`src/rtl/ram_seq_pkg.sv`:
```
// Shared definitions for the RAM timing sequencer: FSM encodings, timer width
// and default bus widths.
package ram_seq_pkg;

   localparam int unsigned TIMER_W    = 4;
   localparam int unsigned DEF_ADDR_W = 10;
   localparam int unsigned DEF_DATA_W = 8;

   typedef enum logic [2:0] {
      IDLE     = 3'd0,
      SETUP    = 3'd1,
      ACCESS   = 3'd2,
      RECOVER  = 3'd3,
      VRECOVER = 3'd4,
      VACCESS  = 3'd5
   } state_e;

endpackage

```
`src/rtl/ram_seq_timer.sv`:
```
// Loadable down-counter that times the strobe phase; saturates at zero.
module ram_seq_timer
   import ram_seq_pkg::*;
(
   input  logic               clk,
   input  logic               rst,
   input  logic               load,
   input  logic               en,
   input  logic [TIMER_W-1:0] load_val,
   output logic               zero
);

   logic [TIMER_W-1:0] count_d, count_q;

   always_comb begin
      count_d = count_q;
      if (load) begin
         count_d = load_val;
      end else if (en && (count_q != '0)) begin
         count_d = count_q - TIMER_W'(1);
      end
   end

   always_ff @(posedge clk) begin
      if (rst) count_q <= '0;
      else     count_q <= count_d;
   end

   assign zero = (count_q == '0);

endmodule

```
`src/rtl/ram_seq_ctrl.sv`:
```
// Frames valid/ready requests into setup/strobe/recover cycles for an async RAM.
// Optional write read-back verification: define RAM_SEQ_CTRL_WRVERIFY_EN.
module ram_seq_ctrl
   import ram_seq_pkg::*;
#(
   parameter int unsigned ADDR_W     = DEF_ADDR_W,
   parameter int unsigned DATA_W     = DEF_DATA_W,
   parameter int unsigned ACCESS_CYC = 2
) (
   input  logic              clk,
   input  logic              rst,
   input  logic              req_valid,
   output logic              req_ready,
   input  logic              req_wr,
   input  logic [ADDR_W-1:0] req_addr,
   input  logic [DATA_W-1:0] req_wdata,
   output logic              rsp_valid,
   output logic [DATA_W-1:0] rsp_rdata,
   output logic              wr_done,
   output logic              busy,
   output logic              ram_cs,
   output logic              ram_wr,
   output logic [ADDR_W-1:0] ram_addr,
   output logic [DATA_W-1:0] ram_din,
   input  logic [DATA_W-1:0] ram_dout
`ifdef RAM_SEQ_CTRL_WRVERIFY_EN
  ,output logic              verify_err
`endif
);

   // A zero access length is treated as a single strobe cycle.
   localparam int unsigned ACC_EFF = (ACCESS_CYC == 0) ? 1 : ACCESS_CYC;
   localparam logic [TIMER_W-1:0] TMR_RELOAD = TIMER_W'(ACC_EFF - 1);

   state_e            state_d, state_q;
   logic [ADDR_W-1:0] addr_d, addr_q;
   logic [DATA_W-1:0] din_d, din_q;
   logic [DATA_W-1:0] rdata_d, rdata_q;
   logic              wr_lat_d, wr_lat_q;
   logic              cs_d, cs_q;
   logic              wr_d, wr_q;
   logic              rsp_valid_d, rsp_valid_q;
   logic              wr_done_d, wr_done_q;
   logic              busy_d, busy_q;
   logic              ready_d, ready_q;
   logic              tmr_load, tmr_en, tmr_zero;
`ifdef RAM_SEQ_CTRL_WRVERIFY_EN
   logic              verr_d, verr_q;
`endif

   ram_seq_timer u_timer (
      .clk      (clk),
      .rst      (rst),
      .load     (tmr_load),
      .en       (tmr_en),
      .load_val (TMR_RELOAD),
      .zero     (tmr_zero)
   );

   // Next state and next registered outputs, decoded from the state being entered.
   always_comb begin
      state_d  = state_q;
      addr_d   = addr_q;
      din_d    = din_q;
      wr_lat_d = wr_lat_q;
      rdata_d  = rdata_q;
      tmr_load = 1'b0;
      tmr_en   = 1'b0;
`ifdef RAM_SEQ_CTRL_WRVERIFY_EN
      verr_d   = 1'b0;
`endif
      unique case (state_q)
         IDLE: begin
            if (req_valid) begin
               state_d  = SETUP;
               addr_d   = req_addr;
               din_d    = req_wdata;
               wr_lat_d = req_wr;
            end
         end
         SETUP: begin
            tmr_load = 1'b1;
            state_d  = ACCESS;
         end
         ACCESS: begin
            tmr_en = 1'b1;
            if (tmr_zero) begin
               if (!wr_lat_q) begin
                  rdata_d = ram_dout;
                  state_d = RECOVER;
               end else begin
`ifdef RAM_SEQ_CTRL_WRVERIFY_EN
                  state_d = VRECOVER;
`else
                  state_d = RECOVER;
`endif
               end
            end
         end
`ifdef RAM_SEQ_CTRL_WRVERIFY_EN
         VRECOVER: begin
            tmr_load = 1'b1;
            state_d  = VACCESS;
         end
         VACCESS: begin
            tmr_en = 1'b1;
            if (tmr_zero) begin
               verr_d  = (ram_dout != din_q);
               state_d = RECOVER;
            end
         end
`endif
         RECOVER: state_d = IDLE;
         default: state_d = IDLE;
      endcase

      cs_d        = (state_d == ACCESS) || (state_d == VACCESS);
      wr_d        = (state_d == ACCESS) && wr_lat_d;
      rsp_valid_d = (state_d == RECOVER) && !wr_lat_d;
      wr_done_d   = (state_d == RECOVER) && wr_lat_d;
      busy_d      = (state_d != IDLE);
      ready_d     = (state_d == IDLE);
   end

   always_ff @(posedge clk) begin
      if (rst) begin
         state_q     <= IDLE;
         addr_q      <= '0;
         din_q       <= '0;
         wr_lat_q    <= 1'b0;
         rdata_q     <= '0;
         cs_q        <= 1'b0;
         wr_q        <= 1'b0;
         rsp_valid_q <= 1'b0;
         wr_done_q   <= 1'b0;
         busy_q      <= 1'b0;
         ready_q     <= 1'b1;
`ifdef RAM_SEQ_CTRL_WRVERIFY_EN
         verr_q      <= 1'b0;
`endif
      end else begin
         state_q     <= state_d;
         addr_q      <= addr_d;
         din_q       <= din_d;
         wr_lat_q    <= wr_lat_d;
         rdata_q     <= rdata_d;
         cs_q        <= cs_d;
         wr_q        <= wr_d;
         rsp_valid_q <= rsp_valid_d;
         wr_done_q   <= wr_done_d;
         busy_q      <= busy_d;
         ready_q     <= ready_d;
`ifdef RAM_SEQ_CTRL_WRVERIFY_EN
         verr_q      <= verr_d;
`endif
      end
   end

   // Ready is withdrawn immediately while reset is asserted.
   assign req_ready = ready_q & ~rst;
   assign rsp_valid = rsp_valid_q;
   assign rsp_rdata = rdata_q;
   assign wr_done   = wr_done_q;
   assign busy      = busy_q;
   assign ram_cs    = cs_q;
   assign ram_wr    = wr_q;
   assign ram_addr  = addr_q;
   assign ram_din   = din_q;
`ifdef RAM_SEQ_CTRL_WRVERIFY_EN
   assign verify_err = verr_q;
`endif

endmodule

```
`config.mk`:
```
export PLATFORM = sky130hd
export DESIGN_NAME = ram_seq_ctrl
export DESIGN_NICKNAME = d
export VERILOG_FILES = /design/src/rtl/ram_seq_pkg.sv /design/src/rtl/ram_seq_timer.sv /design/src/rtl/ram_seq_ctrl.sv
export SDC_FILE = /design/constraint.sdc
export NUM_CORES = 1
export LEC_CHECK = 0
export ABC_AREA = 1
export BUFFER_PORTS_ARGS = -buffer_cell sky130_fd_sc_hd__buf_4
export CAP_MARGIN = 25
export CORE_MARGIN = 3
export CORE_UTILIZATION = 52
export DETAILED_ROUTE_END_ITERATION = 10
export PLACE_DENSITY = 0.88
export SLEW_MARGIN = 20
export SYNTH_ARGS = -nofsm -noshare
export SYNTH_HDL_FRONTEND = slang
export SYNTH_HIERARCHICAL = 1
export SYNTH_SLANG_ARGS = --single-unit
```
`constraint.sdc`:
```
create_clock -name clk -period 3.5 [get_ports clk]
set_clock_uncertainty 0.05 [all_clocks]
set_input_delay 0.7 -clock clk [delete_from_list [all_inputs] [get_ports clk]]
set_output_delay 0.7 -clock clk [all_outputs]
set_load 0.01 [all_outputs]
```
== Yosys cells after proc, flatten, opt, wreduce, memory -nomap -nowiden ==
Cells that the tools add are included.
Storage, ports and cells
  register bits after elaboration: 40
  bits of input ports: 30
  output and inout bits: 32
  word-level logic and storage cells: 46
Operators by class
  add/subtract/negate cells: 1
  equal/unequal tests: 5
  muxes and demuxes: 9
  bitwise operators: 3
  reduce and logical (&&, ||, !) cells: 15
Operators with widths (count)
  == test 3 x 2 -> 1 bit (second input constant): 3
  one-hot mux 3 bit (3 select lines): 1
  logical NOT 3 bit: 2
  two-way mux 1 bit: 6
  two-way mux 3 bit: 2
  logical AND 1 bit: 4
  logical NOT 4 bit: 1
  nonzero test 4 bit: 1
  subtractor 4 x 1 -> 4 bit (second input constant): 1
  == test 3 x 1 -> 1 bit (second input constant): 1
  == test 3 bit (second input constant): 1
  AND reduction 3 bit: 1
  nonzero test 3 bit: 1
  NOT 1 bit: 2
  AND reduction 2 bit: 1
  nonzero test 2 bit: 1
  OR reduction 2 bit: 1
  AND 1 bit: 1
  logical NOT 1 bit: 1
  logical OR 1 bit: 1

== Depth between registers and ports, before layout ==
  word-level depth: 5
  depth in mapped cells: 9
  depth with buffers taken out: 9

== Modules after synthesis ==
Netlist, hierarchy kept.
Modules (own cells, without submodules)
  ram_seq_ctrl: times used 1, cells each 174, area an instance 1383.8 µm², seq. area each 720.7 µm²
  ram_seq_timer: times used 1, cells each 41, area an instance 274.0 µm², seq. area each 80.1 µm²

== Least setup slack after synthesis ==
OpenSTA, ideal clock, no wires.
  kind: input to output
  from: input port rst
  to: output port req_ready
  arrival time: 0.869 ns
  data required time: 2.750 ns
  slack: 1.881 ns
  cell stages on the path: 1
  buffers on the path: 0
  path through: nor2_1
Between the ends
  longest elaborated chain between the ends: 2
Ends and longest elaborated chain
  start, declared: RTL line ram_seq_ctrl.sv:11  | input logic rst,
  NOT 1 bit: RTL line ram_seq_ctrl.sv:160  | assign req_ready = ready_q & ~rst;
  AND 1 bit: RTL line ram_seq_ctrl.sv:160
  end, declared: RTL line ram_seq_ctrl.sv:13  | output logic req_ready,
No other way between the ends.

== Worst setup path in the final report ==
Same ends and word-level chain as after synthesis.

==> impl_metrics.yaml <==
yosys:
  synthArstFlopShare_pct: 0
  ys_ff_latch: 40
  synth_top_area_share_pct: 48.3
  avgSynthCellArea_sq_um: 7.71
  syn_area_sq_um: 1660
  synth.cells.most_frequent: "63 x nor2_1, 40 x dfxtp_1, 24 x nand2_1, 23 x inv_1, 19 x o21ai_0"
  synth_ff_type: "dfxtp_1"
  syn_inst: 215
  synthTopCellsByArea: "dfxtp_1 48%, nor2_1 14%, o21ai_0 5.7%"
  seq_area_frac_synth_pct: 48.3
  yosysMostFrequentCell: "nor2_1"
  synth_edf_count: 0
  synth.largest_area_cell: "dfxtp_1"
  ys_types: 28
  yosysWarnings: 6
critical_path:
  arrival_ns: 1.13
  critical_path_required_ns: 2.75
  cp-start-kind: "primary input"
  crit_path_end_kind: "primary output"
  crit_type: "primary input to primary output"
  crit_path_max_fanout: 9
finish:
  drive_gt1_share_pct: 33.5
  nNetsFinal: 311
  final_core_util_pct: 75.5
  syn_to_final_growth_pct: 32.0
  diodes: 0
  nFillCells: 226
die:
  core-area_sq_um: 2900
  rows: 19
  io_pins: 62
  fp.dieW_um: 62.5
  die_h_um: 62.5
  initial_core_util_pct: 57.2
  die_area_sq_um: 3900
grt:
  grt_pass1_wl_um: 5800
  grt_start_max_net_pins: 28
  grtUsageTotal_pct: 17.6
  grt.overflow.total: 0
  antenna_found_initial: 0
  first_global_vias: 1382
sta:
  slew_violations: 0
  worst_slack_ns: 1.62
  period_share_pct: 53.7
  finalCriticalPeriod_ns: 1.88
  finalSetupTns_ns: 0
  rsz0062_at_grt: "false"
  max_freq_mhz: 532
  hold_viol: 0
  setup_violations: 0
route:
  drt-pass1-iter-count: 4
  avgRoutedWirePerCell_um: 9.93
  via_count: 1446
  drc: 0
  first_iter_violations: 102
  viasPerCell: 4.48
  routed_wl_um: 3210
  drtAntennaViolNets: 0
placement:
  dp_hpwl_um: 2450
  routabilityCongestion: 0.816
  dpl_worst_slack_ns: 1.62
  port-buffer-count: 61
clock_network:
  cts_tree: "yes"
  clk_pin_slew_worst_paths_ns: 0.11
  cts_sinks: 40
  insertion_delay_ns: 0.32
  cts-root-buf: "clkbuf_4"
  h-tree-depth: 2
  postCtsHoldBufs: 0
  cts_max_path_buffers: 2
  postCtsResizedCells: 0
  cts_buffers: 5
  cts_setup_buffers: 0
pwr:
  power.share.combinational_pct: 16.0
  switching_share_pct: 25.6
  ir_drop_mv: 0.274
  p_int_mw: 0.643
  power_switching_mw: 0.221
  power_frac_clock_pct: 27.3
  p_seq_share_pct: 56.7
  pwr_density_cell_nw_per_um2: 395
  cellLeakagePower_nw: 1.10
min_path:
  hp-class: "flip-flop to flip-flop"
flow_run:
  maxCapViolCount: 0
run_status:
  status: "finished, final reports clean"
[kinds of logic after synthesis]
kind of cell | share of synthesized area (%)
AOI/OAI and AO/OA | 10.2
xor gates and xnor gates | 0.528
adders and majority gates | 0.755
buffers and inverters | 10.2
DFF | 48.3
other | 0.453
and+or+nand+nor | 29.6
[power by group through the flow]
stage	clock (mW)	combinational (mW)	sequential, mW
6_report	0.236	0.138	0.490
3_5_place_dp	0	0.139	0.500
5_1_grt	0.269	0.155	0.494
2_1_floorplan	0	0.0705	0.507
4_1_cts	0.244	0.140	0.490
3_3_place_gp	0	0.136	0.499
[layout by cell type (no fill, tap or decap), types with 2 or more instances in the layout]
master / n
inv_2: 4
conb_1: 5
nand2_4: 3
nand3_2: 2
o21ai_0: 19
nor2_2: 5
inv_1: 23
nand3_1: 3
o21ai_1: 3
dfxtp_1: 40
o21ai_2: 2
a21oi_1: 2
buf_4: 61
nand2_2: 4
nor2_1: 63
clkbuf_4: 5
nand2_1: 24
[through the flow]
| stage | area [sq um] | hold WS [ns] | std cells | power (mW) |
|---|---|---|---|---|
| after global routing | 2190 | 0.467 | 323 | 0.917 |
| final | 2190 | 0.444 | 323 | 0.863 |
| after CTS | 2190 | 0.447 | 323 | 0.874 |
| after global placement | 2130 | 0.414 | 315 | 0.635 |
| after floorplan | 1670 | 0.412 | 218 | 0.578 |
| after detailed placement | 2130 | 0.423 | 315 | 0.640 |
[registers in the layout, indices dropped and copies added (netlist names)]
register,flops
wr_lat_q,1
ram_cs,1
busy,1
state_q,3
ram_addr,10
ready_q,1
ram_din,8
rsp_valid,1
rsp_rdata,8
ram_wr,1
wr_done,1
u_timer/count_q,4
[layer usage]
metal	routed length, um	GRT usage (%)
met5	0	0
met4	12	4.68
met3	248	4.68
met2	1490	29.3
met1	1450	22.3
[worst max-delay path: stages]
cell,delay (ns)
buf_4,0.15
nor2_1,0.14
buf_4,0.14
[worst paths after layout]
path / cells after the start / startpoint / to / slack (ns)
hold / removal: 2 / ram_addr[2] / ram_addr[2] / 0.44
setup reg to reg: 7 / u_timer/count_q[0] / rsp_rdata[0] / 1.99
hold reg to reg: 2 / ram_addr[2] / ram_addr[2] / 0.44
setup / recovery: 3 / rst / req_ready / 1.62
[area by class of cell]
cell class	count	area [sq um]	area share, %
Sequential cell	40	801	36.6
Multi-Input combinational cell	143	699	32.0
Timing Repair Buffer	61	458	20.9
Inverter	29	115	5.26
Clock buffer	7	55.1	2.52
Tap cell	42	52.6	2.40
Clock inverter	1	7.51	0.343
No activity file was read; power rests on OpenSTA's default activity.
